**config.mk**
```make
export PLATFORM = sky130hd
export DESIGN_NAME = imem_loader
export DESIGN_NICKNAME = d
export VERILOG_FILES = /design/src/rtl/imem_loader.sv
export SDC_FILE = /design/constraint.sdc
export NUM_CORES = 1
export LEC_CHECK = 0
export ABC_AREA = 0
export BUFFER_PORTS_ARGS = -buffer_cell sky130_fd_sc_hd__buf_2
export CORE_ASPECT_RATIO = 1.75
export CORE_MARGIN = 1.5
export CORE_UTILIZATION = 30
export DETAILED_ROUTE_END_ITERATION = 8
export HOLD_SLACK_MARGIN = 0.15
export SYNTH_ARGS = -nofsm -noshare
export SYNTH_HDL_FRONTEND = slang
export SYNTH_SLANG_ARGS = --single-unit
```
**constraint.sdc**
```tcl
create_clock -name clk -period 4.6 [get_ports clk]
set_input_delay 0.23 -clock clk [delete_from_list [all_inputs] [get_ports clk]]
set_output_delay 0.23 -clock clk [all_outputs]
set_load 0.01 [all_outputs]
```
**src/rtl/imem_loader.sv**
```systemverilog
// rtl/imem_loader.sv - boot-time byte-stream loader for the core's instruction memory
//
// Accepts a byte stream over rx_data/rx_valid/rx_ready:
//   4 bytes len (little-endian word count), len data words, 4 bytes checksum (XOR of data words).
// Each assembled data word is written to IMEM at consecutive word addresses starting at 0.
// core_hold stays high until the image is loaded and the checksum matches.
//
// Ports:
//   clk, rst                 clock and asynchronous active-high reset
//   rx_data, rx_valid        incoming byte and its valid flag
//   rx_ready                 loader accepts a byte on this cycle's rising edge
//   imem_we/addr/wdata       IMEM write port, one-cycle strobe per word
//   core_hold                keep the core in reset while 1
//   load_done, load_err      terminal status (mutually exclusive)
//   words_loaded             number of words written so far
module imem_loader #(
    parameter int ADDR_W = 10
) (
    input  logic              clk,
    input  logic              rst,
    input  logic [7:0]        rx_data,
    input  logic              rx_valid,
    output logic              rx_ready,
    output logic              imem_we,
    output logic [ADDR_W-1:0] imem_addr,
    output logic [31:0]       imem_wdata,
    output logic              core_hold,
    output logic              load_done,
    output logic              load_err,
    output logic [ADDR_W:0]   words_loaded
);

    localparam logic [31:0] MAX_WORDS = 32'(1) << ADDR_W;

    typedef enum logic [2:0] {S_LEN, S_DATA, S_CSUM, S_DONE, S_ERR} state_t;

    state_t            state_q, state_d;
    logic [1:0]        byte_cnt_q, byte_cnt_d;
    logic [23:0]       part_q, part_d;        // lower three bytes of the word being assembled
    logic [31:0]       len_q, len_d;
    logic [31:0]       csum_acc_q, csum_acc_d;
    logic              rx_ready_q, rx_ready_d;
    logic              imem_we_q, imem_we_d;
    logic [ADDR_W-1:0] imem_addr_q, imem_addr_d;
    logic [31:0]       imem_wdata_q, imem_wdata_d;
    logic              core_hold_q, core_hold_d;
    logic              load_done_q, load_done_d;
    logic              load_err_q, load_err_d;
    logic [ADDR_W:0]   words_loaded_q, words_loaded_d;

    logic              accept;
    logic              last_byte;
    logic [31:0]       word;
    logic [ADDR_W:0]   wl_inc;

    always_comb begin
        accept    = rx_valid && rx_ready_q;
        last_byte = accept && (byte_cnt_q == 2'd3);
        // The 4th byte completes the word combinationally so it can be acted on this edge.
        word      = {rx_data, part_q};
        wl_inc    = words_loaded_q + 1'b1;

        state_d        = state_q;
        byte_cnt_d     = byte_cnt_q;
        part_d         = part_q;
        len_d          = len_q;
        csum_acc_d     = csum_acc_q;
        imem_we_d      = 1'b0;
        imem_addr_d    = imem_addr_q;
        imem_wdata_d   = imem_wdata_q;
        core_hold_d    = core_hold_q;
        load_done_d    = load_done_q;
        load_err_d     = load_err_q;
        words_loaded_d = words_loaded_q;

        if (accept) begin
            byte_cnt_d = byte_cnt_q + 2'd1;
            case (byte_cnt_q)
                2'd0:    part_d[7:0]   = rx_data;
                2'd1:    part_d[15:8]  = rx_data;
                2'd2:    part_d[23:16] = rx_data;
                default: ;
            endcase
        end

        if (last_byte) begin
            case (state_q)
                S_LEN: begin
                    len_d = word;
                    if (word == 32'd0 || word > MAX_WORDS) begin
                        state_d    = S_ERR;
                        load_err_d = 1'b1;
                    end else begin
                        state_d = S_DATA;
                    end
                end
                S_DATA: begin
                    imem_wdata_d   = word;
                    imem_addr_d    = words_loaded_q[ADDR_W-1:0];
                    imem_we_d      = 1'b1;
                    words_loaded_d = wl_inc;
                    csum_acc_d     = csum_acc_q ^ word;
                    if (32'(wl_inc) == len_q) begin
                        state_d = S_CSUM;
                    end
                end
                S_CSUM: begin
                    if (word == csum_acc_q) begin
                        state_d     = S_DONE;
                        load_done_d = 1'b1;
                        core_hold_d = 1'b0;
                    end else begin
                        state_d    = S_ERR;
                        load_err_d = 1'b1;
                    end
                end
                default: ;
            endcase
        end

        // Ready follows the next state so it drops on the same edge that enters a terminal state.
        rx_ready_d = (state_d == S_LEN) || (state_d == S_DATA) || (state_d == S_CSUM);
    end

    always_ff @(posedge clk or posedge rst) begin
        if (rst) begin
            state_q        <= S_LEN;
            byte_cnt_q     <= 2'd0;
            part_q         <= 24'd0;
            len_q          <= 32'd0;
            csum_acc_q     <= 32'd0;
            rx_ready_q     <= 1'b0;
            imem_we_q      <= 1'b0;
            imem_addr_q    <= '0;
            imem_wdata_q   <= 32'd0;
            core_hold_q    <= 1'b1;
            load_done_q    <= 1'b0;
            load_err_q     <= 1'b0;
            words_loaded_q <= '0;
        end else begin
            state_q        <= state_d;
            byte_cnt_q     <= byte_cnt_d;
            part_q         <= part_d;
            len_q          <= len_d;
            csum_acc_q     <= csum_acc_d;
            rx_ready_q     <= rx_ready_d;
            imem_we_q      <= imem_we_d;
            imem_addr_q    <= imem_addr_d;
            imem_wdata_q   <= imem_wdata_d;
            core_hold_q    <= core_hold_d;
            load_done_q    <= load_done_d;
            load_err_q     <= load_err_d;
            words_loaded_q <= words_loaded_d;
        end
    end

    assign rx_ready     = rx_ready_q;
    assign imem_we      = imem_we_q;
    assign imem_addr    = imem_addr_q;
    assign imem_wdata   = imem_wdata_q;
    assign core_hold    = core_hold_q;
    assign load_done    = load_done_q;
    assign load_err     = load_err_q;
    assign words_loaded = words_loaded_q;

endmodule

```
==> metrics.cfg, run 1 <==
[run_status]
outcome=finished clean

[power_and_ir_drop]
clock_power_share=0.366
combPwrFrac=0.164
ir_drop_uv=240
power.leakage_nw=3.75
swShare=0.285
p_sw_w=0.00113
p_seq_frac=0.470
p_int_w=0.00283
pwr_density_cell_nw_per_um2=516

[synthesis]
synth_fp_nets=568
synth_flop_cell=dfrtp_1
synth_top_area_share=0.581
synth_common_cells=dfrtp_1, nand2_1, xnor2_1
synth_warnings=0
synth-seq-cells=151
synth_area_leader_cell=dfrtp_1
syn_avg_cell_area_um2=11.7
synth_edf_count=0
yosys-top-cells-area=dfrtp_1, xnor2_1, mux2_2
synthArstFlopShare=1.00
ys_types=45
synth_area_um2=6460
yosysMostFrequentCell=dfrtp_1
syn_inst=552
synth_seq_area_share=0.585

[global_routing]
overflow=0
grt_pass1_vias=4421
grtUsageTotal=0.149
grt_max_degree=95
grt_antenna_before_repair=0
grt_pass1_wl_um=25100

[die]
die_area_um2=22500
row_count=70
core_um2=21000
die_x_um=114
die_h_um=197
io_pins=69
start_util=0.308

[final_layout]
drive_above_1_share=0.268
syn2layout_area_growth_pct=18.8
antennaDiodeCount=0
final_area_um2=7680
nNetsFinal=644

[worst_setup_path]
worstSetupPathType=reg2reg
cp.required_ps=4910
cp.arrival_ps=2860
crit_fanout=41
rrSetupSlack_ps=2050
crit_path_end_kind=flip-flop
cp-start-kind=flip-flop

[timing]
period_minus_slack_ps=2550
setup_viol=0
final_max_slew_viol_count=0
clock.fmax_mhz=392
rsz0062_at_grt=no
fin_tns_setup_ps=0
finalHoldViolations=0
finalCritPeriodShare=0.555
slew_headroom=0.435
fin_skew_ps=10.8
worstMarginPinSlew_ps=848

[route]
wl_um=15700
detail-route-antenna-nets=0
wl_met3_um=576
drt_iter0_drc=190
drt_pass1_iterations=4
drc=0
maxUsedRoutingLayer=met4
wire_per_inst_um=17.6
vias_per_cell=4.71
wl_met1_um=6210
via_count=4206
met2_length_um=8580

[hold_path]
hold_path_class=in2reg

[placement]
place_congestion=0.782
postPlaceCellArea_um2=7050
portBuffers=68
dp_hpwl_um=11100

[clock_network]
clock_sink_count=151
cts_made_buffers=17
cts_tree=done
hold_buffers=2
cts_setup_buffers=0
cts_max_path_buffers=2
clk_pin_slew_ps=60
htree_levels=4
post_cts_resized=0
root_buffer=clkbuf_16
clk-insertion-delay-late_ps=430

[run]
drv_cap=0

power groups by stage:
stage	clock network [W]	registers [W]	logic (W)
floorplan	0	0.00177	0.000521
finish	0.00145	0.00186	0.000650
global placement	0	0.00188	0.000642
detailed placement	0	0.00189	0.000651
global route	0.00153	0.00190	0.000714
CTS	0.00148	0.00186	0.000656
stage by stage:
step                      hold WS, ps   util  setup WS [ps]  total power, W  instances
final                             170  0.365           2050         0.00396        893
after global routing              182  0.365           1820         0.00415        893
after CTS                         157  0.365           1980         0.00400        893
after detailed placement          458  0.335           1980         0.00254        859
after global placement            439  0.335           1990         0.00252        859
after floorplan                   371      -            307         0.00229        552
critical path: stages, from the launching register on:
cell      delay, ps
dfrtp_1         340
and2_1          300
nand3b_2        200
or3_2           470
inv_2           590
nand2_1         330
xnor2_1         210
metal layers:
metal,global-route usage,up-vias
met5,0,-
met4,0.0593,0
met3,0.0347,25
met2,0.269,80
met1,0.167,2102
li1,-,1999
cells in the final DEF, fill, tap and decap left out, types with 3 or more instances in the layout:
cell,synthesis,routed
ha_1,5,5
a211oi_1,3,3
bufinv_16,0,3
clkbuf_16,0,17
mux2_2,56,56
inv_6,0,3
nand3_1,4,4
o21ai_0,6,6
dfrtp_1,150,150
nand4_1,13,13
nor3_1,10,9
nand2_1,136,136
clkbuf_1,4,3
buf_2,8,68
nor2_1,9,9
buf_4,1,4
xor2_1,6,6
nor4_1,15,15
nor2b_1,3,3
inv_1,9,8
xnor2_1,81,81
a31oi_1,3,3
cell type report:
type	count	area, um2
fillers	2104	13300
repair buffers	74	390
flip-flops and latches	151	3780
clock inverters	10	143
inverters	10	42.5
multi-input cells	374	2540
well taps	252	315
clock buffers	22	464
state kept, by name, indices dropped and copies added (netlist names):
signal / cells
rx_ready: 1
words_loaded: 11
load_done: 1
imem_we: 1
len_q: 32
csum_acc_q: 32
imem_wdata: 32
part_q: 24
load_err: 1
imem_addr: 10
byte_cnt_q: 2
state_q: 3
core_hold: 1
logic make-up after synthesis:
kind of cell / share of synthesized area
xor gates and xnor gates: 0.118
muxes: 0.0975
AOI/OAI and AO/OA: 0.0263
adders and majority gates: 0.00968
and+or+nand+nor: 0.141
DFF: 0.585
buffers and inverters: 0.0226
final timing paths:
check	endpoint	from	cells past startpoint
max	csum_acc_q[3]$_DFFE_PP0P_	rx_ready$_DFF_PP0_	6
min	imem_wdata[27]$_DFFE_PP0P_	rx_data[3]	3
max reg2reg	csum_acc_q[3]$_DFFE_PP0P_	rx_ready$_DFF_PP0_	6
min reg2reg	imem_addr[0]$_DFFE_PP0P_	imem_addr[0]$_DFFE_PP0P_	2
max in group asynchronous	imem_addr[3]$_DFFE_PP0P_	rst	4
min in group asynchronous	imem_wdata[2]$_DFFE_PP0P_	rst	3
(Power assumes the default switching activity.)
==> run 2, diff against run 1 <==
--- a/config.mk
+++ b/config.mk
@@ -5,7 +5,7 @@
 export SDC_FILE = /design/constraint.sdc
 export NUM_CORES = 1
 export LEC_CHECK = 0
-export ABC_AREA = 0
+export ABC_AREA = 1
 export BUFFER_PORTS_ARGS = -buffer_cell sky130_fd_sc_hd__buf_2
 export CORE_ASPECT_RATIO = 1.75
 export CORE_MARGIN = 1.5
==> constraint.sdc (replaced) <==
create_clock -name clk -period 2.4 [get_ports clk]
set_input_delay 0.12 -clock clk [delete_from_list [all_inputs] [get_ports clk]]
set_output_delay 0.12 -clock clk [all_outputs]
set_load 0.01 [all_outputs]
==> run 2 against run 1 <==
Compared with the run above: sequential cell count is the same; worst hold slack gained 270 ps; clock-buffer cell count shrank 4; core utilization grew 0.73 points; cell count grew 30%; design area grew 4.7%.
==> metrics.cfg, run 2 <==
[synthesis]
ys_types=26
synth_common_cells=nand2_1, dfrtp_1, o21ai_0
synthArstFlopShare=1.00
synth_flop_cell=dfrtp_1
yosys-top-cells-area=dfrtp_1, nand2_1, o21ai_0
synth_top_area_share=0.566
syn_inst=769
synth_seq_area_share=0.570
synth_fp_nets=785
synth_edf_count=0
synth-seq-cells=151
synth_area_leader_cell=dfrtp_1
synth_area_um2=6640
yosysMostFrequentCell=nand2_1
syn_avg_cell_area_um2=8.63
synth_warnings=0

[placement]
portBuffers=68
dp_hpwl_um=11800
placed_cells=1115
place_congestion=0.824

[route]
drc=0
wl_um=16300
drt_pass1_iterations=4
drt_iter0_drc=386
wire_per_inst_um=14.1
detail-route-antenna-nets=0
via_count=5132
vias_per_cell=4.44

[final_layout]
drive_above_1_share=0.147
layout_common_cells=nand2_1, dfrtp_1, o21ai_0
antennaDiodeCount=0
fillCellCount=2221
mostFrequentLayoutCell=nand2_1
layout.cells.non_filler=1157
nNetsFinal=869
final_core_util=0.373
syn2layout_area_growth_pct=21.2

[timing]
finalCritPeriodShare=0.851
slew_headroom=0.656
setup_viol=0
finalHoldViolations=0
rsz0062_at_grt=no
period_minus_slack_ps=2040
fin_skew_ps=6.34
fin_tns_setup_ps=0
clock.fmax_mhz=490
worstMarginPinSlew_ps=516
final_max_slew_viol_count=0

[global_routing]
grt_max_degree=82
grtUsageTotal=0.152
grt_pass1_vias=5100
use_met3=0.0242
grt_pass1_wl_um=26800
use_met2=0.277
met1_usage=0.176
busiest_layer=met2
overflow=0
grt_antenna_before_repair=0

[clock_network]
root_buffer=clkbuf_16
cts_made_buffers=17
clk-insertion-delay-late_ps=420
clk_pin_slew_ps=60
cts_max_path_buffers=2
clock_sink_count=151
cts_setup_buffers=0
cts_tree=done
hold_buffers=11
htree_levels=4
post_cts_resized=0

[die]
die_h_um=200
row_count=71
io_pins=69
core_um2=21600
die_area_um2=23100
start_util=0.307
die_x_um=115

[worst_setup_path]
crit_fanout=7
worstSetupPathType=reg2reg
crit_path_end_kind=flip-flop
cp.arrival_ps=2390
cp.required_ps=2750
cp-start-kind=flip-flop

[hold_path]
hold_path_class=reg2reg

[power_and_ir_drop]
power.leakage_nw=4.04
p_int_w=0.00399
ir_drop_uv=477
p_total_w=0.00514
pwr_density_cell_nw_per_um2=639
p_seq_frac=0.496
p_sw_w=0.00114
swShare=0.222
clock_power_share=0.479
combPwrFrac=0.025

[run_status]
outcome=finished clean

[run]
drv_cap=0

[run 2: stage by stage]
stage / hold WS (ps) / area (um2) / setup WS (ps)
after CTS: 448 / 8040 / 352
after floorplan: 299 / 6640 / 378
final: 444 / 8040 / 358
after detailed placement: 35.3 / 7390 / 367
after global routing: 465 / 8040 / 156
after global placement: 41.7 / 7390 / 429
[run 2: cell families after synthesis]
logic type	count (synthesis)	share of synthesized area
AO/OA/AOI/OAI	130	0.0990
XOR/XNOR	34	0.0449
adder cells (fa/ha/maj)	5	0.00943
buffers and inverters	93	0.0528
flip-flops	151	0.570
AND/OR/NAND/NOR	356	0.224
[run 2: power by group through the flow]
stage,Sequential [W],Clock (W),Combinational (W)
floorplan,0.00259,0,0.0000577
global placement,0.00259,0,0.000120
detailed placement,0.00259,0,0.000120
CTS,0.00255,0.00252,0.000134
global route,0.00254,0.00261,0.000146
finish,0.00255,0.00246,0.000129
[run 2: worst max-delay path, cell delays in order, from the launching register on]
cell and delay, ps:
dfrtp_1 460, ha_1 350, inv_1 50, nand2_1 50
nand2_1 40, nor2_1 80, nand2_1 60, nor2_1 90
nand3_1 180, nor3_4 180, nand3_1 90, nand2_1 70
nand2_1 50, nand2_1 70, nand2_2 60, a21oi_2 110
[run 2: layout make-up]
class / instances / area (um2) / share of cell area
Sequential cell: 151 / 3780 / 0.470
Clock buffer: 18 / 429 / 0.0534
Clock inverter: 13 / 109 / 0.0135
Multi-Input combinational cell: 525 / 2510 / 0.312
Inverter: 66 / 254 / 0.0316
Timing Repair Buffer: 92 / 598 / 0.0744
Tap cell: 292 / 365 / 0.0454
[run 2: routing by layer]
metal | vias to the layer above | routed length, um
li1 | 2605 | -
met1 | 2424 | 6600
met2 | 86 | 8960
met3 | 17 | 409
met4 | 0 | 312
met5 | - | 0
[run 2: final timing paths]
path / startpoint / depth (start not counted) / slack, ps / end
worst max-delay path: words_loaded[1]$_DFFE_PP0P_ / 15 / 360 / rx_ready$_DFF_PP0_
worst min-delay path: core_hold$_DFFE_PP1P_ / 2 / 440 / core_hold$_DFFE_PP1P_
worst max register to register: words_loaded[1]$_DFFE_PP0P_ / 15 / 360 / rx_ready$_DFF_PP0_
worst min register to register: core_hold$_DFFE_PP1P_ / 2 / 440 / core_hold$_DFFE_PP1P_
max in group asynchronous: rst / 5 / 990 / core_hold$_DFFE_PP1P_
min in group asynchronous: rst / 4 / 740 / imem_wdata[13]$_DFFE_PP0P_
==> run 3, diff against run 2 <==
--- a/config.mk
+++ b/config.mk
@@ -7,7 +7,6 @@
 export LEC_CHECK = 0
 export ABC_AREA = 1
 export BUFFER_PORTS_ARGS = -buffer_cell sky130_fd_sc_hd__buf_2
-export CORE_ASPECT_RATIO = 1.75
 export CORE_MARGIN = 1.5
 export CORE_UTILIZATION = 30
 export DETAILED_ROUTE_END_ITERATION = 8
==> run 3 against run 2 <==
Compared with the run above: sequential cell count is the same; first-iteration DRC count decreased by 31%; maximum frequency increased by 2.4%; register-to-register slack improved by 50 ps; cell count is 0.95% lower; clock-buffer cell count up 2; die area down 0.15%; non-clock buffer count unchanged.
==> metrics.cfg, run 3 (synthesized netlist as in run 2, its figures left out) <==
[run_status]
outcome=finished clean

[clock_network]
clk-insertion-delay-late_ps=430
root_buffer=clkbuf_16
cts_max_path_buffers=2
cts_tree=done
htree_levels=4
post_cts_resized=0
clock_sink_count=151
clk_pin_slew_ps=60
cts_made_buffers=17

[global_routing]
grt_antenna_before_repair=0
grt_max_degree=112
overflow=0
grtUsageTotal=0.152
grt_pass1_vias=5000
grt_pass1_wl_um=26500

[worst_setup_path]
worstSetupPathType=reg2reg
r2r-start=words_loaded[0]$_DFFE_PP0P_
cp-start-kind=flip-flop
crit_fanout=8
cp.arrival_ps=2350
cp.required_ps=2760
r2r_end=rx_ready$_DFF_PP0_
crit_path_end_kind=flip-flop
rrSetupSlack_ps=410
ff2ff_path_depth=15

[final_layout]
fillCellCount=2239
syn2layout_area_growth_pct=21.9
drive_above_1_share=0.150
antennaDiodeCount=0
final_area_um2=8090
nNetsFinal=869
mostFrequentLayoutCell=nand2_1
layout_common_cells=nand2_1, dfrtp_1, o21ai_0
layout.cells.non_filler=1146

[run]
drv_cap=0

[timing]
finalHoldViolations=0
fin_skew_ps=9.60
worstMarginPinSlew_ps=618
hold_ws_ps=200
period_minus_slack_ps=1990
rsz0062_at_grt=no
fin_tns_setup_ps=0
worst_slack_ps=406
clock.fmax_mhz=502
final_max_slew_viol_count=0
slew_headroom=0.588
setup_viol=0
finalCritPeriodShare=0.831

[route]
detail-route-antenna-nets=0
drt_pass1_iterations=5
drc=0
wl_um=15900
vias_per_cell=4.51
drt_iter0_drc=268
wire_per_inst_um=13.9
via_count=5168

[placement]
place_congestion=0.783
pre_cts_slack_ps=394
postPlaceCellArea_um2=7370
portBuffers=68
placed_cells=1104
dp_hpwl_um=11100

[power_and_ir_drop]
ir_drop_uv=496
power.leakage_nw=4.07
pwr_density_cell_nw_per_um2=670

[die]
die_area_um2=23000
start_util=0.305
row_count=54
io_pins=69
die_h_um=152
core_um2=21800
die_x_um=152

[hold_path]
hold_path_class=in2async

## run 3: changes by cell type in the layout (fill, tap and decap cells not counted), moves of 2 or more
| cell | previous run | this run |
|---|---|---|
| clkinv_2 | 5 | 0 |
| buf_4 | 9 | 11 |
| clkinv_4 | 0 | 5 |
| clkbuf_8 | 0 | 3 |
| clkinvlp_4 | 7 | 4 |
## run 3: repair_timing
action / in CTS / in global routing
endpoints found under the setup margin: 0 / 0
buffers inserted: 0 / 0
hold endpoints to repair: 160 / 0
hold buffers: 10 / 0
## run 3: stage by stage
stage,utilization,total power (W)
final,0.372,0.00541
after global routing,0.372,0.00561
after CTS,0.372,0.00548
after detailed placement,0.339,0.00271
after global placement,0.339,0.00271
after floorplan,-,0.00265
## run 3: how the worst max path moves through the flow
stage / startpoint / endpoint
finish: words_loaded[0]$_DFFE_PP0P_ / rx_ready$_DFF_PP0_
global route: words_loaded[0]$_DFFE_PP0P_ / rx_ready$_DFF_PP0_
CTS: words_loaded[0]$_DFFE_PP0P_ / rx_ready$_DFF_PP0_
detailed placement: words_loaded[0]$_DFFE_PP0P_ / rx_ready$_DFF_PP0_
global placement: words_loaded[0]$_DFFE_PP0P_ / rx_ready$_DFF_PP0_
floorplan: rst / byte_cnt_q[0]$_DFFE_PP0P_
## run 3: power by group
part / total (W) / switching (W) / internal [W]
registers: 0.00255 / 0 / 0.00255
logic: 0.000127 / 0.0000915 / 0.0000360
clock network: 0.00274 / 0.00111 / 0.00163
## run 3: worst max-delay path: stages, from the launching register on
cell and delay [ps]:
dfrtp_1 490, ha_1 230, nand2_2 120, nor2_4 180, nand2_1 80, nand2_2 70, nand2_1 50, nand2_1 50
nand2_1 50, nor2_1 160, nand3_1 100, nand2_1 70, nand2_1 40, nand2_1 60, nand2_2 60, a21oi_2 100
## run 3: final cells by class
| cell class | count | area [um2] | share of cell area |
|---|---|---|---|
| multi-input combinational | 525 | 2510 | 0.310 |
| sequential | 151 | 3780 | 0.468 |
| clock buffer | 20 | 467 | 0.0577 |
| tap | 280 | 350 | 0.0433 |
| timing repair buffer | 92 | 583 | 0.0721 |
| clock inverter | 12 | 144 | 0.0178 |
| inverter | 66 | 254 | 0.0314 |
## run 3: per-layer routing
layer | global-route usage | up-vias | share of wire
met5 | 0 | - | 0
met4 | 0.0534 | 0 | 0.016
met3 | 0.0398 | 18 | 0.038
met2 | 0.231 | 93 | 0.45
met1 | 0.210 | 2442 | 0.50
li1 | - | 2615 | -
